[src/rtl/maxpool_1d_fp.sv]
// maxpool_1d_fp: per-channel 1-D temporal max-pool over POOL consecutive valid
// vectors. Windows never span a frame of FRAME_LEN vectors; a trailing partial
// window is closed (and flagged with frame_end) on the last vector of a frame.
module maxpool_1d_fp #(
  parameter int unsigned NO_CH     = 10,
  parameter int unsigned BW        = 12,
  parameter int unsigned POOL      = 2,
  parameter int unsigned FRAME_LEN = 1024
) (
  input  logic                       clk,
  input  logic                       rst,
  input  logic                       vld_in,
  input  logic [NO_CH-1:0][BW-1:0]   data_in,
  output logic                       vld_out,
  output logic [NO_CH-1:0][BW-1:0]   data_out,
  output logic                       frame_end
);

  localparam int unsigned WCW = (POOL > 1) ? $clog2(POOL) : 1;
  localparam int unsigned FCW = (FRAME_LEN > 1) ? $clog2(FRAME_LEN) : 1;
  localparam logic [WCW-1:0] WLAST = WCW'(POOL - 1);
  localparam logic [FCW-1:0] FLAST = FCW'(FRAME_LEN - 1);

  logic [WCW-1:0]             wcnt;
  logic [FCW-1:0]             fcnt;
  logic [NO_CH-1:0][BW-1:0]   acc;
  logic [NO_CH-1:0][BW-1:0]   m;
  logic                       frm_last;
  logic                       win_close;

  // Running element-wise signed max; the first element of a window seeds it.
  always_comb begin
    m = '0;
    for (int i = 0; i < NO_CH; i++) begin
      if (wcnt == '0) begin
        m[i] = data_in[i];
      end else if ($signed(data_in[i]) > $signed(acc[i])) begin
        m[i] = data_in[i];
      end else begin
        m[i] = acc[i];
      end
    end
  end

  // Window closes on a full window or on the last vector of the frame.
  always_comb begin
    frm_last  = (fcnt == FLAST);
    win_close = (wcnt == WLAST) || frm_last;
  end

  // Counters, accumulator and registered outputs; everything holds without vld_in.
  always_ff @(posedge clk or negedge rst) begin
    if (!rst) begin
      wcnt      <= '0;
      fcnt      <= '0;
      acc       <= '0;
      vld_out   <= 1'b0;
      frame_end <= 1'b0;
      data_out  <= '0;
    end else begin
      vld_out   <= 1'b0;
      frame_end <= 1'b0;
      if (vld_in) begin
        fcnt <= frm_last ? '0 : fcnt + FCW'(1);
        if (win_close) begin
          data_out  <= m;
          vld_out   <= 1'b1;
          frame_end <= frm_last;
          wcnt      <= '0;
        end else begin
          acc  <= m;
          wcnt <= wcnt + WCW'(1);
        end
      end
    end
  end

endmodule

[config.mk]
export PLATFORM = sky130hd
export DESIGN_NAME = maxpool_1d_fp
export DESIGN_NICKNAME = d
export VERILOG_FILES = /design/src/rtl/maxpool_1d_fp.sv
export SDC_FILE = /design/constraint.sdc
export NUM_CORES = 1
export LEC_CHECK = 0
export BUFFER_PORTS_ARGS = -buffer_cell sky130_fd_sc_hd__buf_2
export CAP_MARGIN = 10
export CORE_MARGIN = 2
export CORE_UTILIZATION = 45
export CTS_CLUSTER_SIZE = 8
export DETAILED_ROUTE_END_ITERATION = 6
export PLACE_DENSITY = 0.66
export SETUP_SLACK_MARGIN = 0.1
export SYNTH_ARGS = -nofsm -noshare
export SYNTH_HDL_FRONTEND = slang
export SYNTH_SLANG_ARGS = --single-unit
[constraint.sdc]
create_clock -name clk -period 2.7 [get_ports clk]
set_clock_uncertainty 0.15 [all_clocks]
set_input_delay 0.405 -clock clk [delete_from_list [all_inputs] [get_ports clk]]
set_output_delay 0.405 -clock clk [all_outputs]
set_load 0.02 [all_outputs]
; Word level (Yosys, flattened, before mapping)
; Cells that the tools add are included.
[totals]
word_cells = 67
out_inout_bits = 122
regBits = 253
[classes]
order_cmp = 10
n_mux = 26
n_bitwise = 1
addsub = 2
n_reduce_logical = 3
eq_ne = 1
[ops]
columns = operator, n
row1 = 12-bit 2-to-1 mux, 20
row2 = 12-bit greater-than comparator, 10
row3 = "10-bit by 1-bit adder with 10-bit output, second input constant", 1
row4 = "10-bit equality test, second input constant", 1
row5 = 10-bit 2-to-1 mux, 1
row6 = 1-bit 2-to-1 mux, 5
row7 = 2-bit AND reduction, 2
row8 = "1-bit adder, second input constant", 1
row9 = 1-bit logical OR, 1
row10 = 1-bit inverter, 1

; Longest topological paths before layout
; Gate-level depths: netlist of the first run.
[depth]
depth_word = 4
depth_mapped = 9
depth_no_buf = 8

; Least setup slack after synthesis of the first run
; Ideal clock, no wire load.
[synth_timing]
path_type = input -> register
from = in data_in[105] (netlist name)
to = reg data_out[100] (netlist name)
arrival_time_ps = 2033
setup_slack_ps = 391
stages = 7
required_ps = 2424
path_cell_list = ha_1 > a21o_1 > a2111oi_0 > o211ai_1 > buf_4 > mux2i_1 > a221o_1
[synth_between]
elab_chain_cells = 3
[synth_rtl]
columns = element, line
row1 = start: declaration, 13  ; input logic [NO_CH-1:0][BW-1:0] data_in,
row2 = 12-bit greater-than comparator, 37  ; end else if ($signed(data_in[i]) > $signed(acc[i])) begin
row3 = 12-bit 2-to-1 mux, 37
row4 = 12-bit 2-to-1 mux, 35  ; if (wcnt == '0) begin
row5 = end signal: assignment, 66  ; data_out <= m;
row6 = end: declaration, 15  ; output logic [NO_CH-1:0][BW-1:0] data_out,
; No other way between the ends.
; A chain may end at the register's enable or synchronous reset.

; Worst setup path in the final report of the first run
[layout_timing]
from = in data_in[10] (netlist name)
to = reg data_out[6] (netlist name)
; Same word-level chain as after synthesis.

==> results of run 1 <==
[power groups by stage]
stage	clock, mW	sequential [mW]	combinational [mW]
4_1_cts	4.29	5.66	5.08
3_5_place_dp	0	5.70	5.04
2_1_floorplan	0	6.28	2.85
6_report	4.17	5.66	5.03
5_1_grt	4.45	5.81	5.58
3_3_place_gp	0	5.68	4.92
[sequential cells by signal (all words and copies together) (netlist names)]
signal     flops
acc          120
data_out     120
fcnt          10
frame_end      1
vld_out        1
wcnt           1
[logic make-up after synthesis]
logic type                 after synthesis  synth area share [%]
AOI/OAI and AO/OA                      251                  13.3
adders and majority gates              121                  10.1
muxes                                  231                  18.1
DFF                                    253                  42.4
and+or+nand+nor                        299                  8.75
xor gates and xnor gates                 5                 0.293
buffers and inverters                  205                  6.97
[cell usage after synthesis (4+ instances only)]
master     number  area [um2]
a21o_1         22         165
a21oi_1        63         315
mux2i_1       121        1210
nand2_1       190         713
buf_12          7         140
mux2_2         41         462
o211ai_1       14         105
buf_4          13        97.6
nor2b_1         8        50.1
inv_1         134         503
a2111oi_2       5        75.1
mux2_4         69        1040
clkbuf_1        5        18.8
and3_1          9        56.3
nor2_1         40         150
ha_1          121        1510
dfrtp_1       253        6330
xnor2_1         4        35.0
nand4_1        33         206
a221o_1        84         841
o21a_1          4        30.0
buf_2          36         180
a211o_1         7        61.3
o21ai_0        20         100
o32ai_1         7        61.3
a21oi_2         7        61.3
buf_6           7        78.8
nand2b_1        4        25.0
[worst max-delay path by stage]
stage                        startpoint                        end  slack, ns  depth (start not counted)
finish                      data_in[10]    data_out[6]$_DFFE_PN0P_       0.21                          9
global route        acc[69]$_DFFE_PN0P_   data_out[60]$_DFFE_PN0P_       0.11                          8
CTS                 fcnt[0]$_DFFE_PN0P_   data_out[89]$_DFFE_PN0P_       0.10                          6
detailed placement          data_in[23]   data_out[18]$_DFFE_PN0P_      -0.06                          8
global placement            data_in[23]   data_out[16]$_DFFE_PN0P_      -0.07                          8
floorplan                  data_in[105]  data_out[100]$_DFFE_PN0P_       0.39                          7
[cell usage in the layout, fill, tap and decap left out, drive strengths merged, types with 2 or more instances in the layout]
master / n
a2111oi: 8
a211o: 10
a21o: 22
a21oi: 70
a221o: 84
and3: 10
buf: 277
clkbuf: 42
dfrtp: 253
diode: 6
dlygate4sd3: 12
ha: 121
inv: 137
mux2: 110
mux2i: 121
nand2: 190
nand2b: 5
nand3: 2
nand4: 33
nor2: 40
nor2b: 8
nor3: 2
nor4: 3
o2111a: 3
o211ai: 14
o21a: 4
o21ai: 20
o21bai: 3
o221a: 2
o32ai: 7
or2: 3
or3: 2
xnor2: 4
[layout make-up]
class	instances	area share, %
clock buffer	42	5.58
multi-input combinational	907	42.9
tap	442	3.12
sequential	253	35.8
timing repair buffer	289	9.60
clock inverter	1	0.0495
inverter	136	2.91
antenna	6	0.0848
[metal layers]
| layer | GRT usage (%) | wire (um) |
|---|---|---|
| met4 | 6.02 | 639 |
| met3 | 5.18 | 2610 |
| met2 | 34.0 | 16600 |
| met5 | 0 | 44 |
| met1 | 27.5 | 16000 |
[repair_timing]
action,4_1_cts,5_1_grt
pin swaps,0,3
hold endpoints to repair,56,0
hold buffers,12,0
setup endpoints to repair,84,88
gates resized for setup,2,8
setup buffers,0,2
[worst reg2reg max path, stage by stage, from the launching register on]
cell and delay [ns]:
dfrtp_1 0.41, inv_1 0.06, ha_1 0.29, a21o_1 0.18, a2111oi_1 0.44, o211ai_1 0.19
buf_4 0.22, mux2i_1 0.12, a221o_1 0.26
[through the flow]
| stage | std cells | util (%) | hold WS [ns] | TNS (ns) | power (mW) |
|---|---|---|---|---|---|
| floorplan | 1365 | - | -0.0406 | 0 | 9.13 |
| detailed placement | 2013 | 50.7 | 0.197 | -0.556 | 10.7 |
| global placement | 2013 | 50.7 | 0.200 | -0.803 | 10.6 |
| finish | 2076 | 54.3 | 0.0166 | 0 | 14.9 |
| CTS | 2068 | 54.2 | 0.000787 | 0 | 15.0 |
| global route | 2072 | 54.3 | 0.00684 | 0 | 15.8 |
==> impl_metrics.json, run 1 <==
{
  "grt_setup_unrepaired": "no",
  "dr_total_vias": 11200,
  "grt_pass1_vias": 11300,
  "place_area_um2": 16500,
  "place_congestion": 0.808,
  "final_layout_size_suffix_gt1_share_pct": 28.3,
  "grt_first_pass_wirelength_um": 58100,
  "worst-slew-pin-transition_ns": 0.672,
  "worstHoldStart": "data_in[40]",
  "cpMaxStageDelayCell": "dlygate4sd3_1",
  "maxSlewViolCount": 0,
  "pwr_density_cell_nw_per_um2": 839,
  "area_growth_pct": 18.5,
  "path_buf_inv": 2,
  "first_iter_violations": 457,
  "grt_max_degree": 77,
  "vdd.ir_drop.worst_v": 0.000449,
  "p_clk_share_pct": 28.1,
  "ant_nets": 0,
  "vias_per_cell": 5.38,
  "relSlewSlack_pct": 55.2,
  "rr_endpoint": "data_out[64]$_DFFE_PN0P_",
  "clk_latency_ns": 0.51,
  "row_count": 66,
  "drv_cap": 0,
  "ys.flop_type": "dfrtp_1",
  "avgSynthCellArea_um2": 10.9,
  "path_delay_family": "compound AO/OA/AOI/OAI gates",
  "clock_sinks": 253,
  "combPwrFrac_pct": 33.9,
  "p_switching_mw": 5.19,
  "cts_root_buffer": "clkbuf_16",
  "async_flop_share_pct": 100,
  "syn_inst": 1365,
  "path_max_fanout": 12,
  "start_kind": "primary input",
  "switching_share_pct": 34.9,
  "drtPass1Iterations": 5,
  "yosysUniqueCellTypes": 48,
  "hold_depth": 2,
  "final-setup-viol-count": 0,
  "cp_slowest_stage_delay_ns": 0.55,
  "seq_area_um2": 6330,
  "die_area_um2": 34700,
  "syn_nets": 1609,
  "portBuffers": 244,
  "setup.worst_path.end_class": "flip-flop",
  "pwr-share-seq_pct": 38.1,
  "leakage_nw": 9.16,
  "clk_pin_slew_worst_paths_ns": 0.05,
  "p_int_mw": 9.67,
  "ios": 245,
  "critPathArrivalTime_ns": 2.70,
  "r2r_cells": 8,
  "die_y_um": 186,
  "hpwl_um": 25200,
  "synth_area_um2": 14900,
  "path_class": "in2reg",
  "h-tree-depth": 2,
  "fillCellCount": 2871,
  "timing.final.ws_setup_ns": 0.211,
  "hold_viol_final": 0,
  "fin_crit_ns": 2.49,
  "grtUsageTotal_pct": 20.8,
  "holdPathEnd": "acc[40]$_DFFE_PN0P_",
  "seq_area_frac_synth_pct": 42.4,
  "cts_tree": "done",
  "r2r-start": "acc[69]$_DFFE_PN0P_",
  "finalNetCount": 1868,
  "wirelength_um": 36000,
  "drc_errors": 0,
  "dp_slack_ns": -0.0638,
  "synth_edf_count": 0,
  "design_area_um2": 17700,
  "antenna_found_initial": 8,
  "multi_input_area_um2": 7600,
  "status": "finished clean",
  "start_util_pct": 45.8,
  "clockBufferDepth": 3,
  "die_x_um": 186,
  "finalCritPeriodShare_pct": 92.2,
  "ys_ff_latch": 253,
  "path_cells": "dlygate4sd3_1, buf_2, ha_1, nand4_1, o21bai_1, o21ai_0, a211o_2, mux2i_1, a21oi_1",
  "core_area_um2": 32600,
  "wl_per_cell_um": 17.3,
  "hp-class": "in2reg",
  "fmax_mhz": 402,
  "grt_overflow": 0,
  "worstPathRequired_ns": 2.92,
  "r2r_slack_ns": 0.26,
  "yosysWarnings": 0,
  "numCtsBuffers": 37
}
Power figures use the tool's default switching activity.
==> run 2, diff against run 1 <==
--- a/config.mk
+++ b/config.mk
@@ -7,12 +7,15 @@
 export LEC_CHECK = 0
 export BUFFER_PORTS_ARGS = -buffer_cell sky130_fd_sc_hd__buf_2
 export CAP_MARGIN = 10
+export CELL_PAD_IN_SITES_DETAIL_PLACEMENT = 0
+export CELL_PAD_IN_SITES_GLOBAL_PLACEMENT = 1
 export CORE_MARGIN = 2
 export CORE_UTILIZATION = 45
 export CTS_CLUSTER_SIZE = 8
 export DETAILED_ROUTE_END_ITERATION = 6
-export PLACE_DENSITY = 0.66
+export PLACE_DENSITY_LB_ADDON = 0.1
 export SETUP_SLACK_MARGIN = 0.1
+export SLEW_MARGIN = 0
 export SYNTH_ARGS = -nofsm -noshare
 export SYNTH_HDL_FRONTEND = slang
 export SYNTH_SLANG_ARGS = --single-unit
==> run 2 against run 1 <==
Core utilization is 0.36 points higher. Wire length is 2.4% higher. Maximum frequency is 0.54% higher. Count of clock-buffer cells in the layout is 1 higher. Non-clock buffer count is 12 higher. Final cell count is 0.43% higher. Design area is 0.66% higher. First-iteration DRC count is 19% lower. Via count is 0.56% lower. Die area stayed put. Largest cell class unchanged. Critical path depth stayed put. Sequential share of layout area is 0.23 points lower.
==> impl_metrics.json, run 2 (same netlist as run 1, synthesis figures left out) <==
{
  "worst-slew-pin-transition_ns": 0.675,
  "fmax_mhz": 404,
  "hold_viol_final": 0,
  "path_depth": 9,
  "drtPass1Iterations": 6,
  "ios": 245,
  "place_congestion": 0.781,
  "leakage_nw": 9.23,
  "dr_total_vias": 11100,
  "r2r_cells": 6,
  "grt_max_degree": 57,
  "portBuffers": 244,
  "fillCellCount": 2956,
  "hpwl_um": 25400,
  "first_iter_violations": 372,
  "grt_setup_unrepaired": "yes",
  "antenna_found_initial": 8,
  "cp_slowest_stage_delay_ns": 0.53,
  "status": "finished clean",
  "pwr_density_cell_nw_per_um2": 836,
  "clk_latency_ns": 0.51,
  "numCtsBuffers": 37,
  "vias_per_cell": 5.33,
  "post_cts_buffers": 0,
  "die_x_um": 186,
  "cpMaxStageDelayCell": "dlygate4sd3_1",
  "grt_overflow": 0,
  "hp-class": "in2reg",
  "reg_top3": "acc: 120 flops, data_out: 120 flops, fcnt: 10 flops",
  "die_y_um": 186,
  "grt_pass1_vias": 11000,
  "seq_area_um2": 6330,
  "critPathArrivalTime_ns": 2.72,
  "wl_per_cell_um": 17.7,
  "path_delay_family": "compound AO/OA/AOI/OAI gates",
  "h-tree-depth": 2,
  "fin_hold_ws_ns": 0.0167,
  "drc_errors": 0,
  "worstPathRequired_ns": 2.94,
  "r2r_slack_ns": 0.28,
  "row_count": 66,
  "finalNetCount": 1880,
  "drv_cap": 0,
  "multi_input_area_um2": 7620,
  "grtUsageTotal_pct": 21.4,
  "final_layout_size_suffix_gt1_share_pct": 28.5,
  "final-setup-viol-count": 0,
  "path_cells": "dlygate4sd3_1, buf_2, ha_1, nand2_1, o21a_1, o221a_2, a211o_2, mux2i_1, a21oi_1",
  "fin_crit_ns": 2.48,
  "cts_root_buffer": "clkbuf_16",
  "p_total_mw": 14.9,
  "die_area_um2": 34700,
  "tns_ns": 0,
  "relSlewSlack_pct": 55.0,
  "clk_pin_slew_worst_paths_ns": 0.05,
  "wirelength_um": 36800,
  "maxSlewViolCount": 0,
  "final_cell_mix": "dfrtp_1, buf_2, nand2_1",
  "start_kind": "primary input",
  "core_area_um2": 32600,
  "path_max_fanout": 12,
  "setup.worst_path.end_class": "flip-flop",
  "grt_first_pass_wirelength_um": 58900,
  "path_class": "in2reg",
  "vdd.ir_drop.worst_v": 0.000460,
  "hold_depth": 2,
  "ant_nets": 0,
  "path_buf_inv": 2,
  "cts_tree": "done",
  "finalCritPeriodShare_pct": 91.7,
  "clockBufferDepth": 3,
  "clock_sinks": 253,
  "start_util_pct": 45.8,
  "area_growth_pct": 19.3,
  "final_common_cell": "dfrtp_1"
}
-- run 2: cell types whose count changed in the layout (fill, tap and decap cells not counted), moves of 2 or more --
cell	previous run	this run
buf_4	25	33
and3_1	2	7
and3_2	7	2
diode_2	6	2
dlygate4sd3_1	12	16
o32ai_1	6	4
o32ai_2	1	3
-- run 2: final cells by class --
type / instances / share of cell area (%)
multi-input cells: 907 / 42.7
flip-flops and latches: 253 / 35.5
repair buffers: 301 / 10.1
clock buffers: 43 / 5.56
well taps: 442 / 3.10
inverters: 136 / 2.89
clock inverters: 1 / 0.0491
diodes: 2 / 0.0281
-- run 2: per-layer routing --
layer	vias up	global-route usage, %	routed length, um	part of all wire (%)
met4	12	5.67	748	2.0
met3	68	5.65	2400	6.5
li1	5435	-	-	-
met1	5354	29.1	17100	46
met2	235	33.9	16500	45
met5	-	0	70	0.19
-- run 2: final timing paths --
path | to | startpoint
worst max-delay path | data_out[39]$_DFFE_PN0P_ | data_in[43]
worst min-delay path | acc[117]$_DFFE_PN0P_ | data_in[117]
worst max register to register | data_out[39]$_DFFE_PN0P_ | wcnt$_DFFE_PN0P_
worst min register to register | fcnt[9]$_DFFE_PN0P_ | fcnt[9]$_DFFE_PN0P_
max in group asynchronous | acc[107]$_DFFE_PN0P_ | rst
min in group asynchronous | data_out[79]$_DFFE_PN0P_ | rst
-- run 2: power by group --
| part | total, mW | switching (mW) | internal, mW | leakage, nW |
|---|---|---|---|---|
| logic | 5.03 | 2.73 | 2.30 | 5.73 |
| clock network | 4.19 | 1.65 | 2.55 | 0.490 |
| registers | 5.67 | 0.822 | 4.85 | 3.01 |
-- run 2: timing repair --
item	CTS	global route
setup endpoints to repair	0	44
hold buffers	16	0
resized for setup	0	7
hold endpoints to repair	65	0
-- run 2: stage by stage --
stage	utilization, %	worst slack (ns)	cells	area [um2]
floorplan	-	0.391	1365	14900
global placement	50.9	0.207	2023	16600
detailed placement	50.9	0.161	2023	16600
CTS	54.5	0.142	2083	17800
global route	54.6	0.0981	2084	17800
finish	54.6	0.225	2085	17800
